<file path="config.mk">
export PLATFORM = sky130hd
export DESIGN_NAME = sig_readout
export DESIGN_NICKNAME = d
export VERILOG_FILES = /design/src/rtl/sig_acq_pkg.sv /design/src/rtl/sig_readout.sv
export SDC_FILE = /design/constraint.sdc
export NUM_CORES = 1
export LEC_CHECK = 0
export BUFFER_PORTS_ARGS = -buffer_cell sky130_fd_sc_hd__buf_2
export CORE_AREA = 2 2 102 104
export CTS_BUF_LIST = sky130_fd_sc_hd__clkbuf_8
export DETAILED_ROUTE_END_ITERATION = 6
export DIE_AREA = 0 0 104 106
export GPL_TIMING_DRIVEN = 0
export HOLD_SLACK_MARGIN = 0.03
export PLACE_DENSITY = 0.79
export SLEW_MARGIN = 40
export SYNTH_ARGS = -nofsm -noshare
export SYNTH_HDL_FRONTEND = slang
export SYNTH_SLANG_ARGS = --single-unit
export TNS_END_PERCENT = 10
</file>
<file path="constraint.sdc">
create_clock -name clk_sys -period 3.6 [get_ports clk_sys]
set_input_delay 0.54 -clock clk_sys [delete_from_list [all_inputs] [get_ports clk_sys]]
set_output_delay 0.54 -clock clk_sys [all_outputs]
set_load 0.05 [all_outputs]
</file>
<file path="src/rtl/sig_acq_pkg.sv">
// sig_acq_pkg
//   Shared definitions for the acquisition readout block: default data and
//   address widths and the readout FSM state encoding.
package sig_acq_pkg;

   localparam int SIG_DW_DEFAULT = 16;
   localparam int SIG_AW_DEFAULT = 16;

   typedef enum logic [2:0] {
      ST_IDLE = 3'd0,
      ST_RD   = 3'd1,
      ST_WAIT = 3'd2,
      ST_HOLD = 3'd3,
      ST_DONE = 3'd4
   } rd_state_t;

endpackage

</file>
<file path="src/rtl/sig_readout.sv">
// sig_readout
//   Streams samples stripnum..acqnum-1 out of the acquisition RAM to a
//   host/DSP through a valid/ready output register, accumulating a 16-bit
//   running checksum of every transferred sample.
//
// Ports
//   clk_sys      system clock, all logic on the rising edge
//   s_reset      synchronous active-high reset
//   rd_start     one-cycle readout request (ignored while rd_busy)
//   rd_abort     cancels a readout in progress
//   acqnum       total samples held in the RAM (latched on start)
//   stripnum     leading samples to discard (latched on start)
//   ram_rd       RAM read strobe
//   ram_addr     RAM read address
//   ram_data     RAM read data, valid one cycle after ram_rd
//   dout         sample to the host
//   dout_valid   dout holds a valid sample
//   dout_ready   host accepts the sample
//   rd_busy      readout in progress
//   rd_done      one-cycle pulse on normal completion
//   checksum     modulo-2^16 sum of the transferred samples
module sig_readout
   import sig_acq_pkg::*;
#(
   parameter int DW = SIG_DW_DEFAULT,
   parameter int AW = SIG_AW_DEFAULT
) (
   input  logic          clk_sys,
   input  logic          s_reset,
   input  logic          rd_start,
   input  logic          rd_abort,
   input  logic [15:0]   acqnum,
   input  logic [11:0]   stripnum,
   output logic          ram_rd,
   output logic [AW-1:0] ram_addr,
   input  logic [DW-1:0] ram_data,
   output logic [DW-1:0] dout,
   output logic          dout_valid,
   input  logic          dout_ready,
   output logic          rd_busy,
   output logic          rd_done,
   output logic [15:0]   checksum
);

   rd_state_t       state_q, state_d;
   logic [15:0]     addr_q, addr_d;
   logic [15:0]     acq_q, acq_d;
   logic [15:0]     checksum_q, checksum_d;
   logic            ram_rd_q, ram_rd_d;
   logic [AW-1:0]   ram_addr_q, ram_addr_d;
   logic [DW-1:0]   dout_q, dout_d;
   logic            dout_valid_q, dout_valid_d;
   logic            busy_q, busy_d;
   logic            done_q, done_d;

   logic [15:0]     strip_ext;
   logic [16:0]     addr_inc;
   logic [15:0]     sample16;

   assign strip_ext = {4'b0000, stripnum};
   // One extra bit so the end-of-block compare can never wrap.
   assign addr_inc  = {1'b0, addr_q} + 17'd1;
   assign sample16  = 16'(ram_data);

   always_comb begin
      state_d      = state_q;
      addr_d       = addr_q;
      acq_d        = acq_q;
      checksum_d   = checksum_q;
      ram_rd_d     = 1'b0;
      ram_addr_d   = ram_addr_q;
      dout_d       = dout_q;
      dout_valid_d = dout_valid_q;
      busy_d       = busy_q;
      done_d       = 1'b0;

      if (state_q != ST_IDLE && rd_abort) begin
         // Abort wins over the handshake and over completion: no rd_done,
         // checksum keeps whatever has been summed so far.
         state_d      = ST_IDLE;
         dout_valid_d = 1'b0;
         busy_d       = 1'b0;
      end else begin
         case (state_q)
            ST_IDLE: begin
               // rd_busy trails DONE by one cycle; clearing it here ends a
               // readout and also keeps rd_start ignored during that cycle.
               busy_d = 1'b0;
               if (rd_start && !busy_q) begin
                  acq_d      = acqnum;
                  addr_d     = strip_ext;
                  checksum_d = '0;
                  busy_d     = 1'b1;
                  if (strip_ext >= acqnum) begin
                     state_d = ST_DONE;
                     done_d  = 1'b1;
                  end else begin
                     state_d    = ST_RD;
                     ram_rd_d   = 1'b1;
                     ram_addr_d = AW'(strip_ext);
                  end
               end
            end
            ST_RD: begin
               state_d = ST_WAIT;
            end
            ST_WAIT: begin
               dout_d       = ram_data;
               checksum_d   = checksum_q + sample16;
               dout_valid_d = 1'b1;
               state_d      = ST_HOLD;
            end
            ST_HOLD: begin
               if (dout_ready) begin
                  dout_valid_d = 1'b0;
                  addr_d       = addr_inc[15:0];
                  if (addr_inc < {1'b0, acq_q}) begin
                     state_d    = ST_RD;
                     ram_rd_d   = 1'b1;
                     ram_addr_d = AW'(addr_inc[15:0]);
                  end else begin
                     state_d = ST_DONE;
                     done_d  = 1'b1;
                  end
               end
            end
            ST_DONE: begin
               state_d = ST_IDLE;
            end
            default: begin
               state_d      = ST_IDLE;
               dout_valid_d = 1'b0;
               busy_d       = 1'b0;
            end
         endcase
      end
   end

   always_ff @(posedge clk_sys) begin
      if (s_reset) begin
         state_q      <= ST_IDLE;
         addr_q       <= '0;
         acq_q        <= '0;
         checksum_q   <= '0;
         ram_rd_q     <= 1'b0;
         ram_addr_q   <= '0;
         dout_q       <= '0;
         dout_valid_q <= 1'b0;
         busy_q       <= 1'b0;
         done_q       <= 1'b0;
      end else begin
         state_q      <= state_d;
         addr_q       <= addr_d;
         acq_q        <= acq_d;
         checksum_q   <= checksum_d;
         ram_rd_q     <= ram_rd_d;
         ram_addr_q   <= ram_addr_d;
         dout_q       <= dout_d;
         dout_valid_q <= dout_valid_d;
         busy_q       <= busy_d;
         done_q       <= done_d;
      end
   end

   assign ram_rd     = ram_rd_q;
   assign ram_addr   = ram_addr_q;
   assign dout       = dout_q;
   assign dout_valid = dout_valid_q;
   assign rd_busy    = busy_q;
   assign rd_done    = done_q;
   assign checksum   = checksum_q;

endmodule

</file>
==> flow_metrics.env, run 1 <==
export IMPL_grt_max_degree=16
export IMPL_cts_sinks=87
export IMPL_synthMostInstantiatedCell="nand2_1"
export IMPL_antenna_found_initial=1
export IMPL_cts_hold_buffers=0
export IMPL_ir_drop_mv=0.2162
export IMPL_power_density_nw_per_um2=428.1
export IMPL_crit_path_end_kind="flop"
export IMPL_p_leak_nw=2.838
export IMPL_fin_crit_sh_pct=97.05
export IMPL_critical_path_class="flop to flop"
export IMPL_reg2regPathDepth=14
export IMPL_fmax_ghz=0.2862
export IMPL_die_h_um=106
export IMPL_skew_ns=0.01267
export IMPL_drc=0
export IMPL_maxCapViolCount=0
export IMPL_clk_latency_ns=0.38
export IMPL_yosysTopAreaCellShare_pct=34.83
export IMPL_met2_length_mm=7.188
export IMPL_initial_core_util_pct=50.00
export IMPL_gp_congestion=0.9410
export IMPL_h_tree_depth=3
export IMPL_fill_cells=889
export IMPL_synth_distinct_cells=54
export IMPL_wl_met3_um=799
export IMPL_tns_ns=0
export IMPL_crit_fanout=5
export IMPL_drt_pass1_iter_count=6
export IMPL_dieArea_um2=11020
export IMPL_m1WireLength_mm=6.168
export IMPL_utilization_pct=61.22
export IMPL_wl_per_cell_um=16.40
export IMPL_drive_above_1_share_pct=20.21
export IMPL_synth_edff_count=0
export IMPL_grt_first_pass_wirelength_mm=23.47
export IMPL_place_area_um2=5665
export IMPL_top_layer_used="met4"
export IMPL_num_rows=37
export IMPL_power_mw=2.621
export IMPL_avgSynthCellArea_um2=8.000
export IMPL_path_clk_slew_ns=0.09
export IMPL_core_um2=10000
export IMPL_hold_start="acqnum[15]"
export IMPL_ant_nets=0
export IMPL_grtUsageTotal_pct=26.55
export IMPL_rsz0062_at_grt="yes"
export IMPL_outcome="completed"
export IMPL_netlist_instances=625
export IMPL_cts_root_buffer="clkbuf_8"
export IMPL_drtIter0Drc=316
export IMPL_setup_viol=0
export IMPL_io_pins=101
export IMPL_numPortBuffers=99
export IMPL_final_cells=889
export IMPL_whs_endpoint="acq_q[15]$_SDFFE_PP0P_"
export IMPL_r2r_slack_ns=0.11
export IMPL_yosysTopAreaCell="dfxtp_1"
export IMPL_hold_violations=0
export IMPL_multi_input_area_um2=3110
export IMPL_placed_cells=860
export IMPL_startpoint_type="flop"
export IMPL_synth_area_um2=5000
export IMPL_routed_wl_mm=14.58
export IMPL_ys_flop_type="dfxtp_1"
export IMPL_regArea_um2=1755
export IMPL_post_route_min_period_ns=3.494
export IMPL_via_count=5037
export IMPL_cts_buffers=9
export IMPL_cp_required_ns=3.85
export IMPL_rr_endpoint="ram_addr[7]$_SDFFE_PP0P_"
export IMPL_synthTopCellsByArea="dfxtp_1 35%, ha_1 11%, nand2_1 8.1%, a21oi_1 5.8%, mux2i_1 5.4%"
export IMPL_r2r_start="addr_q[0]$_SDFFE_PP0P_"
export IMPL_synthTopCellsByCount="108 x nand2_1, 87 x dfxtp_1, 70 x nor2_1"
export IMPL_holdPathStages=3
export IMPL_hpwl_mm=10.77
export IMPL_viasPerCell=5.666
export IMPL_final_area_um2=6122
export IMPL_clk_path_buf_depth=2
export IMPL_worst_pin_slew_ns=0.8091
export IMPL_cts_tree="done"
export IMPL_hold_class="primary input to flop"
export IMPL_die_width_um=104
export IMPL_maxSlewViolCount=0
export IMPL_syn_to_final_growth_pct=22.45
export IMPL_cp_arrival_ns=3.75
export IMPL_synth_nets=718
export IMPL_synth_async_reset_ratio_pct=0
export IMPL_grt_pass1_vias=4913
export IMPL_maxSlewHeadroom_pct=45.86
export IMPL_overflow=0
export IMPL_synth_yosys_warnings=0
export IMPL_ys_seq_elements=87
export IMPL_nets=840
export IMPL_ys_seq_area_share_pct=34.83
kinds of logic after synthesis:
logic type | count (synthesis) | share of synthesized area [%]
muxes | 30 | 6.081
adders and majority gates | 44 | 11.16
AOI/OAI and AO/OA | 125 | 15.64
and+or+nand+nor | 256 | 23.40
buffers and inverters | 59 | 4.679
DFF | 87 | 34.83
xor gates and xnor gates | 24 | 4.204
registers in the layout, summed over array words and instances (netlist names):
register	flops
state_q	3
dout_valid	1
acq_q	16
dout	16
checksum	16
rd_busy	1
ram_rd	1
ram_addr	16
rd_done	1
addr_q	16
power breakdown:
group	internal (mW)	total (mW)	switching (mW)
Clock	0.413	0.787	0.374
Sequential	1.03	1.08	0.0510
Combinational	0.273	0.754	0.480
Total	1.72	2.62	0.905
placed cells by master (no fill, tap or decap), drive strengths merged, types with 5 or more instances in the layout:
cell | netlist | layout
nor2 | 70 | 70
and3 | 8 | 8
buf | 3 | 115
nand4 | 7 | 7
inv | 30 | 31
a21o | 9 | 9
xor2 | 8 | 8
nand3 | 20 | 20
xnor2 | 16 | 16
a21oi | 58 | 58
a31oi | 5 | 5
ha | 43 | 43
clkbuf | 26 | 35
dfxtp | 87 | 87
nor4 | 5 | 5
nand2 | 108 | 108
nand3b | 8 | 8
nor3 | 6 | 6
a22oi | 9 | 9
mux2i | 27 | 27
o21a | 5 | 5
o21ai | 16 | 16
worst max-delay path: stages (launching register included):
cell,delay (ns)
dfxtp_4,0.37
buf_4,0.12
nand4_1,0.22
nor3_4,0.27
nand4_1,0.15
xnor2_1,0.18
ha_1,0.30
nand4_1,0.15
or4_4,0.52
a211oi_4,0.21
nor4_4,0.09
o221ai_4,0.34
buf_8,0.18
mux2i_1,0.21
nor2_1,0.06
worst max path at each step:
| stage | from | endpoint |
|---|---|---|
| finish | addr_q[0]$_SDFFE_PP0P_ | ram_addr[7]$_SDFFE_PP0P_ |
| global route | addr_q[0]$_SDFFE_PP0P_ | ram_addr[3]$_SDFFE_PP0P_ |
| CTS | addr_q[4]$_SDFFE_PP0P_ | ram_addr[6]$_SDFFE_PP0P_ |
| detailed placement | addr_q[0]$_SDFFE_PP0P_ | ram_addr[7]$_SDFFE_PP0P_ |
| global placement | addr_q[0]$_SDFFE_PP0P_ | ram_addr[14]$_SDFFE_PP0P_ |
| floorplan | addr_q[0]$_SDFFE_PP0P_ | ram_addr[10]$_SDFFE_PP0P_ |
per-stage QoR:
step / setup WS (ns) / hold WS [ns]
floorplan: 0.1216 / 0.4330
global placement: -0.4968 / 0.4377
detailed placement: -0.5830 / 0.4465
CTS: 0.004164 / 0.3887
global route: -0.1310 / 0.4135
finish: 0.1063 / 0.4020
layer usage:
layer | track usage [%] | vias up
met1 | 32.01 | 2388
met2 | 45.72 | 186
met5 | 0 | -
met3 | 4.905 | 41
li1 | - | 2422
met4 | 12.84 | 0
area by class of cell:
| class | instances | area share (%) |
|---|---|---|
| Multi-Input combinational cell | 479 | 50.81 |
| Antenna cell | 1 | 0.04087 |
| Clock buffer | 10 | 2.248 |
| Buffer | 28 | 2.023 |
| Timing Repair Buffer | 112 | 10.08 |
| Inverter | 30 | 1.839 |
| Sequential cell | 87 | 28.67 |
| Clock inverter | 6 | 1.512 |
| Tap cell | 136 | 2.779 |
repair_timing:
| item | 4_1_cts | 5_1_grt |
|---|---|---|
| setup endpoints to repair | 20 | 16 |
| gates resized for setup | 20 | 7 |
| cloned | 1 | 0 |
| hold endpoints to repair | 0 | 0 |
| pin swaps | 10 | 3 |
| buffers inserted | 11 | 1 |
(Power assumes the default switching activity.)
==> run 2, diff against run 1 <==
--- a/config.mk
+++ b/config.mk
@@ -8,11 +8,12 @@
 export BUFFER_PORTS_ARGS = -buffer_cell sky130_fd_sc_hd__buf_2
 export CORE_AREA = 2 2 102 104
 export CTS_BUF_LIST = sky130_fd_sc_hd__clkbuf_8
+export CTS_CLUSTER_DIAMETER = 60
 export DETAILED_ROUTE_END_ITERATION = 6
 export DIE_AREA = 0 0 104 106
 export GPL_TIMING_DRIVEN = 0
 export HOLD_SLACK_MARGIN = 0.03
-export PLACE_DENSITY = 0.79
+export PLACE_DENSITY = 0.77
 export SLEW_MARGIN = 40
 export SYNTH_ARGS = -nofsm -noshare
 export SYNTH_HDL_FRONTEND = slang
==> run 2 against run 1 <==
Effect of this change:
- the flow now finishes with violations (negative setup slack)
- register-to-register slack worse by 0.13 ns
- wire length down 1.2%
- die area unchanged
- count of clock-buffer cells in the layout down 1
- non-clock buffer count up 6
- utilization up 0.63 points
- combinational power up 6.9%
- clock power down 4.7%
- critical path depth up 2
- sequential share of layout area down 0.35 points
- global-route usage down 0.50 points
- critical endpoint is now ram_addr[9]$_SDFFE_PP0P_
- largest cell class unchanged
==> flow_metrics.env, run 2 (synthesis gave the netlist of run 1 again) <==
export IMPL_fmax_ghz=0.2756
export IMPL_hold_start="acqnum[14]"
export IMPL_finalWorstSetupSlack_ns=-0.02816
export IMPL_p_leak_nw=2.876
export IMPL_whs_ns=0.4116
export IMPL_worst_pin_slew_ns=0.7536
export IMPL_drive_above_1_share_pct=20.71
export IMPL_r2r_slack_ns=-0.03
export IMPL_h_tree_depth=3
export IMPL_routed_wl_mm=14.40
export IMPL_cp_arrival_ns=3.87
export IMPL_crit_path_end_kind="flop"
export IMPL_clk_path_buf_depth=2
export IMPL_r2r_start="addr_q[0]$_SDFFE_PP0P_"
export IMPL_cp_required_ns=3.84
export IMPL_cts_tree="done"
export IMPL_io_pins=101
export IMPL_numPortBuffers=99
export IMPL_final_cell_mix="108 x nand2_1, 99 x buf_2, 83 x dfxtp_1"
export IMPL_ant_nets=0
export IMPL_die_width_um=104
export IMPL_place_ws_ns=-0.6073
export IMPL_grt_max_degree=15
export IMPL_antenna_found_initial=0
export IMPL_core_um2=10000
export IMPL_overflow=0
export IMPL_power_density_nw_per_um2=425.8
export IMPL_fin_crit_sh_pct=100.8
export IMPL_violations="negative setup slack"
export IMPL_ir_drop_mv=0.2116
export IMPL_hold_violations=0
export IMPL_gp_congestion=0.9270
export IMPL_outcome="complete, but fails checks"
export IMPL_reg2regPathDepth=16
export IMPL_crit_fanout=5
export IMPL_cts_buffers=9
export IMPL_hold_class="primary input to flop"
export IMPL_num_rows=37
export IMPL_drtIter0Drc=470
export IMPL_cts_root_buffer="clkbuf_8"
export IMPL_critical_path_class="flop to flop"
export IMPL_antennaDiodeCount=0
export IMPL_grt_pass1_vias=4850
export IMPL_drc=0
export IMPL_holdPathStages=3
export IMPL_layout_commonest_cell="nand2_1"
export IMPL_maxSlewViolCount=0
export IMPL_die_h_um=106
export IMPL_drt_pass1_iter_count=5
export IMPL_setup_viol=7
export IMPL_grtUsageTotal_pct=26.05
export IMPL_cts_sinks=87
export IMPL_rr_endpoint="ram_addr[9]$_SDFFE_PP0P_"
export IMPL_maxSlewHeadroom_pct=49.57
export IMPL_initial_core_util_pct=50.00
export IMPL_startpoint_type="flop"
export IMPL_utilization_pct=61.85
export IMPL_rsz0062_at_grt="yes"
export IMPL_hpwl_mm=10.58
export IMPL_path_clk_slew_ns=0.09
export IMPL_post_route_min_period_ns=3.628
export IMPL_maxCapViolCount=0
export IMPL_grt_first_pass_wirelength_mm=23.28
export IMPL_via_count=5014
export IMPL_skew_ns=0.009275
export IMPL_viasPerCell=5.609
export IMPL_clk_latency_ns=0.37
export IMPL_syn_to_final_growth_pct=23.70
export IMPL_whs_endpoint="acq_q[14]$_SDFFE_PP0P_"
export IMPL_wl_per_cell_um=16.11
export IMPL_nets=846
export IMPL_dieArea_um2=11020
run 2: changes by cell type in the layout (fill, tap and decap cells not counted), sizes merged:
cell | previous run | this run
buf | 115 | 121
clkbuf | 35 | 34
clkinv | 1 | 2
diode | 1 | 0
run 2: report_power, final:
part / internal, mW / switching [mW] / total, mW
combinational: 0.311 / 0.494 / 0.806
sequential: 1.03 / 0.0497 / 1.08
clock: 0.386 / 0.364 / 0.750
total: 1.73 / 0.908 / 2.63
run 2: stage by stage:
stage	area, um^2	TNS, ns	total power [mW]	std cells
after floorplan	5000	0	1.576	625
after global placement	5665	-6.834	1.748	860
after detailed placement	5665	-8.412	1.765	860
after CTS	6121	0	2.595	889
after global routing	6185	-1.940	2.759	894
final	6185	-0.1457	2.633	894
run 2: timing repair:
item                       in CTS  in global routing
hold buffers                    0                  0
setup buffers                  13                  6
resized for setup              21                  8
setup endpoints to repair      20                 16
cloned                          1                  0
pin swaps                       8                 12
run 2: how the worst max path moves through the flow:
stage	start	to	slack, ns
3_5_place_dp	addr_q[0]$_SDFFE_PP0P_	ram_addr[8]$_SDFFE_PP0P_	-0.61
6_report	addr_q[0]$_SDFFE_PP0P_	ram_addr[9]$_SDFFE_PP0P_	-0.03
3_3_place_gp	addr_q[0]$_SDFFE_PP0P_	ram_addr[14]$_SDFFE_PP0P_	-0.52
2_1_floorplan	addr_q[0]$_SDFFE_PP0P_	ram_addr[10]$_SDFFE_PP0P_	0.12
5_1_grt	addr_q[0]$_SDFFE_PP0P_	ram_addr[7]$_SDFFE_PP0P_	-0.17
4_1_cts	addr_q[0]$_SDFFE_PP0P_	ram_addr[10]$_SDFFE_PP0P_	0.0001
run 2: worst max-delay path, stage by stage (launching register included):
cell      delay (ns)
dfxtp_4         0.38
ha_4            0.16
nand3_4         0.10
or3_1           0.36
buf_4           0.18
nor2_4          0.12
xor2_2          0.08
ha_1            0.31
nand4_1         0.17
or4_4           0.57
a211oi_4        0.21
nor4_4          0.08
o221ai_4        0.29
buf_6           0.15
buf_8           0.12
mux2i_1         0.18
nor2_1          0.05
run 2: area by class of cell:
type | instances | area, um^2
Buffer | 28 | 120.1
Sequential cell | 87 | 1752
Clock inverter | 7 | 88.84
Fill cell | 874 | 3815
Clock buffer | 9 | 123.9
Timing Repair Buffer | 118 | 681.9
Inverter | 30 | 112.6
Multi-Input combinational cell | 479 | 3136
Tap cell | 136 | 170.2
run 2: per-layer routing:
layer,vias up,GRT usage (%),wire length (um)
li1,2425,-,-
met1,2350,33.13,6107
met2,206,43.80,6954
met5,-,0,0
met4,0,11.20,391
met3,33,4.292,949
==> run 3, diff against run 2 <==
--- a/config.mk
+++ b/config.mk
@@ -6,14 +6,15 @@
 export NUM_CORES = 1
 export LEC_CHECK = 0
 export BUFFER_PORTS_ARGS = -buffer_cell sky130_fd_sc_hd__buf_2
-export CORE_AREA = 2 2 102 104
+export CORE_AREA = 2 2 95 97
 export CTS_BUF_LIST = sky130_fd_sc_hd__clkbuf_8
 export CTS_CLUSTER_DIAMETER = 60
+export CTS_CLUSTER_SIZE = 40
 export DETAILED_ROUTE_END_ITERATION = 6
-export DIE_AREA = 0 0 104 106
+export DIE_AREA = 0 0 97 99
 export GPL_TIMING_DRIVEN = 0
 export HOLD_SLACK_MARGIN = 0.03
-export PLACE_DENSITY = 0.77
+export PLACE_DENSITY = 0.84
 export SLEW_MARGIN = 40
 export SYNTH_ARGS = -nofsm -noshare
 export SYNTH_HDL_FRONTEND = slang
==> constraint.sdc (replaced) <==
create_clock -name clk_sys -period 4.2 [get_ports clk_sys]
set_input_delay 0.63 -clock clk_sys [delete_from_list [all_inputs] [get_ports clk_sys]]
set_output_delay 0.63 -clock clk_sys [all_outputs]
set_load 0.05 [all_outputs]
==> run 3 against run 2 <==
Effect of this change:
- the run now ends clean
- clock skew decreased by 0.0013 ns
- flip-flop and latch count unchanged
- final area decreased by 4.8%
- first-iteration DRC count decreased by 26%
- largest cell class unchanged
- highest routed layer unchanged
==> flow_metrics.env, run 3 (synthesis gave the netlist of run 1 again) <==
export IMPL_grt_pass1_vias=4765
export IMPL_whs_ns=0.4566
export IMPL_place_ws_ns=-0.003324
export IMPL_fill_cells=700
export IMPL_power_density_nw_per_um2=373.0
export IMPL_routed_wl_mm=13.73
export IMPL_hold_class="flop to flop"
export IMPL_grtUsageTotal_pct=28.35
export IMPL_finalWorstSetupSlack_ns=0.1623
export IMPL_die_width_um=97
export IMPL_maxSlewViolCount=0
export IMPL_place_area_um2=5630
export IMPL_r2r_start="addr_q[0]$_SDFFE_PP0P_"
export IMPL_top_usage_layer="met2"
export IMPL_cp_required_ns=4.44
export IMPL_use_met2_pct=47.49
export IMPL_startpoint_type="flop"
export IMPL_viasPerCell=5.911
export IMPL_cts_hold_buffers=0
export IMPL_hold_violations=0
export IMPL_grt_max_degree=14
export IMPL_num_rows=34
export IMPL_outcome="completed"
export IMPL_cts_sinks=87
export IMPL_post_route_min_period_ns=4.038
export IMPL_maxSlewHeadroom_pct=43.75
export IMPL_cts_tree="done"
export IMPL_cts_buffers=9
export IMPL_io_pins=101
export IMPL_cpPeakStageDelay_ns=0.55
export IMPL_crit_slowest_cell="or4_1"
export IMPL_cts_root_buffer="clkbuf_8"
export IMPL_antenna_found_initial=0
export IMPL_dieArea_um2=9603
export IMPL_drtIter0Drc=346
export IMPL_initial_core_util_pct=58.47
export IMPL_p_leak_nw=2.747
export IMPL_core_um2=8551
export IMPL_cp_startpoint="addr_q[0]$_SDFFE_PP0P_"
export IMPL_fmax_ghz=0.2477
export IMPL_critPathBufInv=2
export IMPL_grtUsageMet3_pct=5.106
export IMPL_numPortBuffers=99
export IMPL_layout_commonest_cell="nand2_1"
export IMPL_cp_arrival_ns=4.28
export IMPL_die_h_um=99
export IMPL_crit_path_end_kind="flop"
export IMPL_hold_start="dout[12]$_SDFFE_PP0P_"
export IMPL_nets=831
export IMPL_antennaDiodeCount=0
export IMPL_rsz0062_at_grt="no"
export IMPL_via_count=5024
export IMPL_syn_to_final_growth_pct=17.79
export IMPL_wl_per_cell_um=16.15
export IMPL_path_clk_slew_ns=0.09
export IMPL_power_mw=2.197
export IMPL_drive_above_1_share_pct=17.25
export IMPL_r2r_slack_ns=0.16
export IMPL_grt_first_pass_wirelength_mm=22.38
export IMPL_clk_latency_ns=0.36
export IMPL_drc=0
export IMPL_h_tree_depth=3
export IMPL_final_cell_mix="108 x nand2_1, 100 x buf_2, 87 x dfxtp_1"
export IMPL_ir_drop_mv=0.2519
export IMPL_ant_nets=0
export IMPL_final_area_um2=5889
export IMPL_clk_path_buf_depth=2
export IMPL_worst_pin_slew_ns=0.8407
export IMPL_setup_viol=0
export IMPL_crit_chain="ha_1 -> nand3_2 -> or3_1 -> buf_2 -> nor2_1 -> xor2_1 -> ha_1 -> nand4_1 -> or4_1 -> a211oi_1 -> nor4_2 -> o221ai_4 -> buf_8 -> mux2i_1 -> nor2_1"
export IMPL_skew_ns=0.007950
export IMPL_critical_path_class="flop to flop"
export IMPL_hpwl_mm=10.32
export IMPL_maxCapViolCount=0
export IMPL_drt_pass1_iter_count=5
export IMPL_crit_fanout=10
export IMPL_met1_usage_pct=36.63
export IMPL_gp_congestion=0.9164
export IMPL_cpLargestDelayFamily="simple AND/OR/NAND/NOR gates"
export IMPL_fin_crit_sh_pct=96.14
export IMPL_overflow=0
-- run 3: cell types whose count changed in the layout (fill, tap and decap cells not counted), sizes merged --
cell      previous run  this run
inv                 31        30
buf                121       105
clkinvlp             2         0
clkinv               2         1
clkbuf              34        38
-- run 3: cell type report --
class | instances | area [um^2] | area share, %
clock inverter | 3 | 65.06 | 1.105
buffer | 29 | 121.4 | 2.061
tap | 108 | 135.1 | 2.294
multi-input combinational | 479 | 3030 | 51.46
clock buffer | 12 | 165.2 | 2.804
sequential | 87 | 1742 | 29.57
inverter | 30 | 112.6 | 1.912
timing repair buffer | 102 | 518.0 | 8.795
-- run 3: layer usage --
metal | share of wire, % | routed length (um) | vias up
li1 | - | - | 2400
met1 | 42 | 5798 | 2344
met2 | 46 | 6336 | 240
met3 | 8.3 | 1143 | 40
met4 | 3.3 | 448 | 0
met5 | 0 | 0 | -
-- run 3: report_power, final --
group	leakage, nW	total [mW]	switching [mW]	internal, mW
combinational	1.92	0.599	0.395	0.203
sequential	0.708	0.919	0.0384	0.881
clock	0.118	0.679	0.299	0.380
total	2.75	2.20	0.733	1.46
-- run 3: worst reg2reg max path, stage by stage, from the launching register on --
cell      delay, ns
dfxtp_1        0.45
ha_1           0.26
nand3_2        0.14
or3_1          0.38
buf_2          0.17
nor2_1         0.14
xor2_1         0.10
ha_1           0.31
nand4_1        0.16
or4_1          0.56
a211oi_1       0.26
nor4_2         0.15
o221ai_4       0.36
buf_8          0.21
mux2i_1        0.22
nor2_1         0.06
-- run 3: timing repair --
item	4_1_cts	5_1_grt
pin swaps	0	1
gates resized for setup	1	0
endpoints found under the setup margin	7	9
setup buffers	0	3
-- run 3: final timing paths --
kind | depth (start not counted) | endpoint
min reg2reg | 2 | dout[12]$_SDFFE_PP0P_
min | 2 | dout[12]$_SDFFE_PP0P_
max reg2reg | 15 | ram_addr[7]$_SDFFE_PP0P_
max | 15 | ram_addr[7]$_SDFFE_PP0P_
-- run 3: through the flow --
step,setup TNS (ns),cells,util (%)
2_1_floorplan,0,625,-
3_3_place_gp,0,832,65.85
3_5_place_dp,-0.003324,832,65.85
4_1_cts,0,847,68.61
5_1_grt,0,850,68.88
6_report,0,850,68.88
